File: src/rtl/div_share_ctrl.sv
// div_share_ctrl: shares one iterative divider core between NUM_REQ execute
// pipes. Requests are granted round-robin. Divide-by-zero and repeats of the
// most recently completed operands are answered locally. In-flight work is
// aborted on flush or when the owning pipe withdraws its request.
module div_share_ctrl #(
  parameter int NUM_REQ = 2
) (
  input  logic                   clk,
  input  logic                   rst_n,
  input  logic                   flush,
  input  logic [NUM_REQ-1:0]     req_valid,
  input  logic [NUM_REQ*32-1:0]  req_data1,
  input  logic [NUM_REQ*32-1:0]  req_data2,
  input  logic [NUM_REQ-1:0]     req_signed,
  output logic [NUM_REQ-1:0]     resp_done,
  output logic [63:0]            resp_result,
  output logic                   busy,
  output logic                   div_start,
  output logic [31:0]            div_data1,
  output logic [31:0]            div_data2,
  output logic                   div_signed,
  output logic                   div_abort,
  input  logic                   div_done,
  input  logic [63:0]            div_result
);

  localparam int IW = (NUM_REQ > 1) ? $clog2(NUM_REQ) : 1;

  typedef enum logic [1:0] {
    ST_IDLE   = 2'd0,
    ST_LAUNCH = 2'd1,
    ST_WAIT   = 2'd2,
    ST_DONE   = 2'd3
  } state_t;

  state_t        state;
  logic [IW-1:0] owner;
  logic [IW-1:0] rr_ptr;
  logic [31:0]   op_data1;
  logic [31:0]   op_data2;
  logic          op_signed;
  logic [63:0]   result_q;

  logic [31:0]   cache_data1;
  logic [31:0]   cache_data2;
  logic          cache_signed;
  logic [63:0]   cache_result;
  logic          cache_valid;

  logic [31:0]   data1_arr [NUM_REQ];
  logic [31:0]   data2_arr [NUM_REQ];

  logic          grant_found;
  logic [IW-1:0] grant_idx;
  logic [IW-1:0] cand_idx;
  logic [31:0]   sel_data1;
  logic [31:0]   sel_data2;
  logic          sel_signed;
  logic          cache_hit;
  logic          abort;
  logic          resp_fire;

  function automatic int wrap_idx(input int base, input int offset);
    return (base + offset) % NUM_REQ;
  endfunction

  for (genvar i = 0; i < NUM_REQ; i++) begin : g_unpack
    assign data1_arr[i] = req_data1[32*i +: 32];
    assign data2_arr[i] = req_data2[32*i +: 32];
  end

  // Round-robin search from rr_ptr; scanning downward lets the closest requester win.
  always_comb begin
    grant_found = 1'b0;
    grant_idx   = '0;
    cand_idx    = '0;
    sel_data1   = '0;
    sel_data2   = '0;
    sel_signed  = 1'b0;
    for (int k = NUM_REQ - 1; k >= 0; k--) begin
      cand_idx = IW'(wrap_idx(int'(rr_ptr), k));
      if (req_valid[cand_idx]) begin
        grant_found = 1'b1;
        grant_idx   = cand_idx;
        sel_data1   = data1_arr[cand_idx];
        sel_data2   = data2_arr[cand_idx];
        sel_signed  = req_signed[cand_idx];
      end
    end
  end

  assign cache_hit = cache_valid && (cache_data1 == sel_data1) &&
                     (cache_data2 == sel_data2) && (cache_signed == sel_signed);

  assign abort = ((state == ST_LAUNCH) || (state == ST_WAIT)) &&
                 (flush || !req_valid[owner]);

  assign resp_fire   = (state == ST_DONE) && !flush;
  assign resp_done   = resp_fire ? (NUM_REQ'(1) << owner) : '0;
  assign resp_result = resp_fire ? result_q : 64'd0;
  assign busy        = (state != ST_IDLE);
  assign div_start   = (state == ST_LAUNCH) && !abort;
  assign div_abort   = abort;
  assign div_data1   = op_data1;
  assign div_data2   = op_data2;
  assign div_signed  = op_signed;

  // Controller FSM together with operand, result, arbitration and cache storage.
  always_ff @(posedge clk or negedge rst_n) begin
    if (!rst_n) begin
      state        <= ST_IDLE;
      owner        <= '0;
      rr_ptr       <= '0;
      op_data1     <= '0;
      op_data2     <= '0;
      op_signed    <= 1'b0;
      result_q     <= '0;
      cache_data1  <= '0;
      cache_data2  <= '0;
      cache_signed <= 1'b0;
      cache_result <= '0;
      cache_valid  <= 1'b0;
    end else begin
      case (state)
        ST_IDLE: begin
          if (!flush && grant_found) begin
            owner     <= grant_idx;
            op_data1  <= sel_data1;
            op_data2  <= sel_data2;
            op_signed <= sel_signed;
            if (sel_data2 == 32'd0) begin
              result_q <= {sel_data1, 32'hFFFF_FFFF};
              state    <= ST_DONE;
            end else if (cache_hit) begin
              result_q <= cache_result;
              state    <= ST_DONE;
            end else begin
              state <= ST_LAUNCH;
            end
          end
        end
        ST_LAUNCH: begin
          state <= abort ? ST_IDLE : ST_WAIT;
        end
        ST_WAIT: begin
          if (abort) begin
            state <= ST_IDLE;
          end else if (div_done) begin
            result_q     <= div_result;
            cache_data1  <= op_data1;
            cache_data2  <= op_data2;
            cache_signed <= op_signed;
            cache_result <= div_result;
            cache_valid  <= 1'b1;
            state        <= ST_DONE;
          end
        end
        ST_DONE: begin
          if (!flush) begin
            rr_ptr <= (owner == IW'(NUM_REQ - 1)) ? '0 : owner + 1'b1;
          end
          state <= ST_IDLE;
        end
        default: state <= ST_IDLE;
      endcase
    end
  end

endmodule

File: config.mk
export PLATFORM = sky130hd
export DESIGN_NAME = div_share_ctrl
export DESIGN_NICKNAME = d
export VERILOG_FILES = /design/src/rtl/div_share_ctrl.sv
export SDC_FILE = /design/constraint.sdc
export NUM_CORES = 1
export LEC_CHECK = 0
export ABC_AREA = 0
export CELL_PAD_IN_SITES_DETAIL_PLACEMENT = 1
export CELL_PAD_IN_SITES_GLOBAL_PLACEMENT = 1
export CORE_UTILIZATION = 42
export CTS_BUF_LIST = sky130_fd_sc_hd__clkbuf_8
export CTS_CLUSTER_DIAMETER = 150
export DETAILED_ROUTE_END_ITERATION = 16
export PLACE_DENSITY_LB_ADDON = 0.2
export REMOVE_ABC_BUFFERS = 1
export SLEW_MARGIN = 20
export SYNTH_ARGS = -nofsm -noshare
export SYNTH_HDL_FRONTEND = slang
export SYNTH_SLANG_ARGS = --single-unit
File: constraint.sdc
create_clock -name clk -period 4.3 [get_ports clk]
set_input_delay 0.43 -clock clk [delete_from_list [all_inputs] [get_ports clk]]
set_output_delay 0.43 -clock clk [all_outputs]
set_load 0.05 [all_outputs]
# Word level (Yosys, flattened, before mapping)
# Index checks and enable logic that the tools add are counted.
# op_classes
addsub	2
magnitude_cmp	5
n_eq_ne	11
n_shift	1
n_mux	48
n_bitwise	4
reduce_logical	21
# ops
cell	n
$mux W32	16
$mux W64	6
$pmux W64 S2	1
$eq A32 B32 Y1	2
$logic_not A32 Y1	1
$mux W1	17
$mux W2	7
$pmux W2 S4	1
$logic_and A1 B1 Y1	7
$lt A1 B2 Y1 const B	3
$ne A2 B2 Y1 const B	3
$ne A3 B3 Y1 const B	2
$reduce_and A2 Y1	3
$reduce_and A5 Y1	1
$eq A2 B2 Y1 const B	2
$ge A2 B2 Y1 const B	2
$not A1 Y2	2
$reduce_bool A2 Y1	2
$logic_not A1 Y1	3
$reduce_and A3 Y1	1
$add A1 B1 Y1 const B	2
$eq A2 B1 Y1 const B	1
$logic_not A2 Y1	1
$logic_or A1 B1 Y1	2
other kinds (3)	4
# totals
reg_bits	263
inputBits	200
word_cells	104

# Longest topological paths before layout
# Gate-level depths: netlist of run 1.
# logic_depth
ltp_word	15
mapped_depth	13

# Worst setup path before layout of run 1
# OpenSTA, ideal clock, no wires.
# synth_timing
path_kind	input -> register
startpoint	input port req_valid[0]
endpoint	register result_q[32]
setup_ns	0.127
t_arrival_ns	2.620
required_ns	4.173
setup_slack_ns	1.553
cell_stages	12
path_buffers	4
cell_sequence	a21boi_1 buf_2 buf_2 a32oi_1 xnor2_1 nor4_2 nand4_1 nor4_2 a21oi_1 buf_4 buf_6 mux2_1
# synth_via
elab_chain_len	10
# synth_rtl
element	line	rtl
from (decl)	11	input logic [NUM_REQ-1:0] req_valid,
$mux W1 (implied by the code) (2 in series)	82	if (req_valid[cand_idx]) begin
$mux W32 (2 in series)	82	
$eq A32 B32 Y1	92	assign cache_hit = cache_valid && (cache_data1 == sel_data1) &&
$logic_and A1 B1 Y1 (2 in series)	92	
$logic_and A1 B1 Y1	93	(cache_data2 == sel_data2) && (cache_signed == sel_signed);
$ne A3 B3 Y1 (no source line)	-	
$reduce_and A5 Y1 (no source line)	-	
to (signal assigned)	132	result_q <= {sel_data1, 32'hFFFF_FFFF};
to (signal assigned)	135	result_q <= cache_result;
to (signal assigned)	149	result_q <= div_result;
to (decl)	42	logic [63:0] result_q;
# Several ways; a longest one is shown, not always the timed one. The select of a mux whose other input is x is not followed.
# A chain may end at the register's enable or synchronous reset.

# Worst setup path after layout of run 1
# layout_timing
startpoint	register rr_ptr
endpoint	register result_q[62]
# layout_via
elab_chain_len	13
# layout_rtl
element	line	rtl
from (decl)	38	logic [IW-1:0] rr_ptr;
from (signal assigned)	160	rr_ptr <= (owner == IW'(NUM_REQ - 1)) ? '0 : owner + 1'b1;
$add A1 B1 Y1	64	return (base + offset) % NUM_REQ;
$not A1 Y2 (implied by the code)	85, 86	
$mux W32 (implied by the code) (3 in series)	85	sel_data1 = data1_arr[cand_idx];
$mux W32 (2 in series)	82	
$eq A32 B32 Y1	92	
$logic_and A1 B1 Y1 (2 in series)	92	
$logic_and A1 B1 Y1	93	
$ne A3 B3 Y1 (no source line)	-	
$reduce_and A5 Y1 (no source line)	-	
# Several ways; a longest one is shown, not always the timed one. The select of a mux whose other input is x is not followed.

==> results of run 1 <==
## through the flow
step           cells  area, µm²  total power [µW]
5_1_grt         1888      17400             12400
6_report        1888      17400             11700
2_1_floorplan   1061      12400              7680
4_1_cts         1887      17400             11800
3_5_place_dp    1805      16500              9560
3_3_place_gp    1805      16500              9290
## final cells by class
class | instances | share of cell area, %
clock buffers | 55 | 4.36
diodes | 1 | 0.0144
multi-input cells | 761 | 32.9
repair buffers | 355 | 20.7
flip-flops and latches | 263 | 37.9
clock inverters | 26 | 0.605
inverters | 37 | 0.800
well taps | 390 | 2.81
## registers in the layout, indices dropped and copies added, names as in the netlist
name and count:
div_signed 1, cache_data2 32, div_data2 32, owner 1
cache_valid 1, cache_data1 32, cache_signed 1, div_data1 32
rr_ptr 1, state 2, cache_result 64, result_q 64
## per-layer routing
layer	global-route usage, %	vias up	wire length (µm)
met4	7.33	2	826
met5	0	-	12
li1	-	4704	-
met2	45.2	306	20200
met1	33.4	5284	16900
met3	5.77	58	2540
## cell families (layout without fill, tap and decap cells)
kind of cell    after synthesis  in the layout
simple gates                290            290
fa+ha+maj                     4              4
mux                         194            194
buf+inv                     122            473
other cells                   0              1
xor+xnor                     56             56
compound gates              217            217
flops                       263            263
## final timing paths
check | from | to | slack, ns | cells after the start
setup / recovery | rr_ptr$_DFFE_PN0P_ | result_q[62]$_DFFE_PN0P_ | 0.45 | 10
hold / removal | cache_valid$_DFFE_PN0P_ | cache_valid$_DFFE_PN0P_ | 0.47 | 1
setup reg to reg | rr_ptr$_DFFE_PN0P_ | result_q[62]$_DFFE_PN0P_ | 0.45 | 10
hold reg to reg | cache_valid$_DFFE_PN0P_ | cache_valid$_DFFE_PN0P_ | 0.47 | 1
max in group asynchronous | rst_n | div_data1[24]$_DFFE_PN0P_ | 2.61 | 3
min in group asynchronous | rst_n | cache_result[9]$_DFFE_PN0P_ | 0.48 | 2
## placed cells by master, fill, tap and decap left out, types with 8 or more instances in the layout
master           instances
mux2i_1                 33
buf_4                   14
clkbuf_8                55
xnor2_1                 52
mux2_1                  28
nor4_1                  19
dfrtp_1                263
o21ai_0                 73
o22ai_1                 34
nor2_1                  41
and2_1                  99
nand2_1                106
inv_1                   58
mux2_2                 133
o31ai_1                 32
nand4_1                  8
clkdlybuf4s50_1        331
a32oi_1                 59
## power by group through the flow
stage                     Sequential [µW]  Clock [µW]  Combinational, µW
final                                4280        2150               5220
after global placement               4230           0               5070
after detailed placement             4320           0               5240
after CTS                            4290        2210               5290
after global routing                 4430        2320               5610
after floorplan                      4960           0               2720
==> impl_metrics.yaml, run 1 <==
final_layout:
  multi_input_area_um2: 5710
  seqCellArea_um2: 6580
  fin_nets: 1667
  num-fill-cells: 3125
  drive_gt1_share_pct: 15.4
  fin_util_pct: 58.3
  syn_to_final_growth_pct: 36.0
logic_synthesis:
  synth_top_family_by_area: "multiplexers"
  synth_edf_count: 0
  synthAdderAreaFrac_pct: 0.392
  ys_ff_latch: 263
  synth_xor_area_share_pct: 3.84
  synth_top_cell_area_share_pct: 51.6
  synth_top_area_cell: "dfrtp_1"
  syn_area_per_cell_um2: 11.1
  synth_area_leaders: "dfrtp_1 52%, mux2_2 12%, and2_1 4.9%"
  yosys.area_share.simple_pct: 11.4
  ys.flop_type: "dfrtp_1"
  yosysWarnings: 0
  synth.most_common_cell: "dfrtp_1"
  ys_types: 39
  synth.area.mux_share_pct: 16.8
  syn_area_um2: 12800
  synth_common_cells: "263 x dfrtp_1, 133 x mux2_2, 107 x nand2_1"
  synth_compound_area_share_pct: 11.8
  yosysSeqAreaShare_pct: 51.6
  synth_cells: 1146
  postSynth.asyncResetShare_pct: 100
sta:
  fin_setup_tns_ns: 0
  post-route-period-util_pct: 89.6
  whs_ns: 0.472
  worst_pin_slew_ns: 1.00
  maxSlewHeadroom_pct: 32.6
  fin_skew_ns: 0.0195
  rsz0062_at_grt: "false"
  postLayoutSetupSlackWorst_ns: 0.448
  fin_crit_ns: 3.85
  hold_viol_final: 0
  maxSlewViolCount: 0
  setup_viol: 0
  max_freq_mhz: 260
worst_setup_path:
  end_kind: "flop"
  required_ns: 4.71
  crit_slowest_cell: "nor4_1"
  crit_buf_inv: 2
  timing.critical_path.fanout_max: 23
  path_class: "reg2reg"
  cpPeakStageDelay_ns: 0.66
  crit_family: "simple AND/OR/NAND/NOR gates"
  crit_arrival_ns: 4.27
  start_kind: "flop"
  cp_common_cell: "buf_4"
  path_cells: "nand2b_4 -> buf_4 -> a32oi_1 -> xnor2_1 -> nor4_1 -> nand4_1 -> nor4_2 -> a21oi_4 -> buf_4 -> mux2_1"
grt:
  antenna_found_initial: 4
  grt_use_total_pct: 26.3
  grt_pass1_vias: 11200
  grt-ovfl-total: 0
  grt_max_degree: 131
  grt_pass1_wl_mm: 63.3
place:
  place.gp.congestion: 0.810
  dpl.hpwl_mm: 28.6
  io_buffers: 333
  dp_slack_ns: -0.123
clock_tree:
  path_clk_slew_ns: 0.06
  root_buffer: "clkbuf_8"
  cts_setup_buffers: 0
  clock-sinks: 263
  htree_levels: 2
  cts-resized-gates: 0
  cts_tree: "yes"
  cts_max_path_buffers: 3
  cts_buffers: 45
  holdBufCountCts: 1
  clk_latency_ns: 0.55
detailed_routing:
  drt-total-wl_mm: 40.5
  drc_errors: 0
  drt_iter0_drc: 478
  vias_per_cell: 5.48
  wl_per_cell_um: 21.4
  dr.pass1.iters: 4
  vias: 10400
  ant_nets: 0
worst_hold_path:
  hp-class: "reg2reg"
pwr:
  pwr-share-seq_pct: 36.7
  p_sw_share_pct: 40.8
  clkPwrFrac_pct: 18.5
  p_per_area_nw_per_um2: 672
  p_int_uw: 6910
  pwr-share-comb_pct: 44.8
  power_switching_uw: 4750
  p_leak_uw: 0.00759
  ir_worst_vdd_mv: 0.381
flow_run:
  maxCapViolCount: 0
floorplanning:
  die_h_um: 176
  start_util_pct: 42.8
  boundaryPins: 334
  die-area_um2: 31100
  num_rows: 63
  core-area_um2: 29800
  dieWidth_um: 176
status:
  outcome: "finished, final reports clean"
Power figures use the tool's default switching activity.
==> run 2: changes to the inputs <==
--- a/config.mk
+++ b/config.mk
@@ -14,6 +14,7 @@
 export DETAILED_ROUTE_END_ITERATION = 16
 export PLACE_DENSITY_LB_ADDON = 0.2
 export REMOVE_ABC_BUFFERS = 1
+export SKIP_CTS_REPAIR_TIMING = 1
 export SLEW_MARGIN = 20
 export SYNTH_ARGS = -nofsm -noshare
 export SYNTH_HDL_FRONTEND = slang
==> results of run 2 <==
Final layout, timing and power as in run 1 (identical DEF).
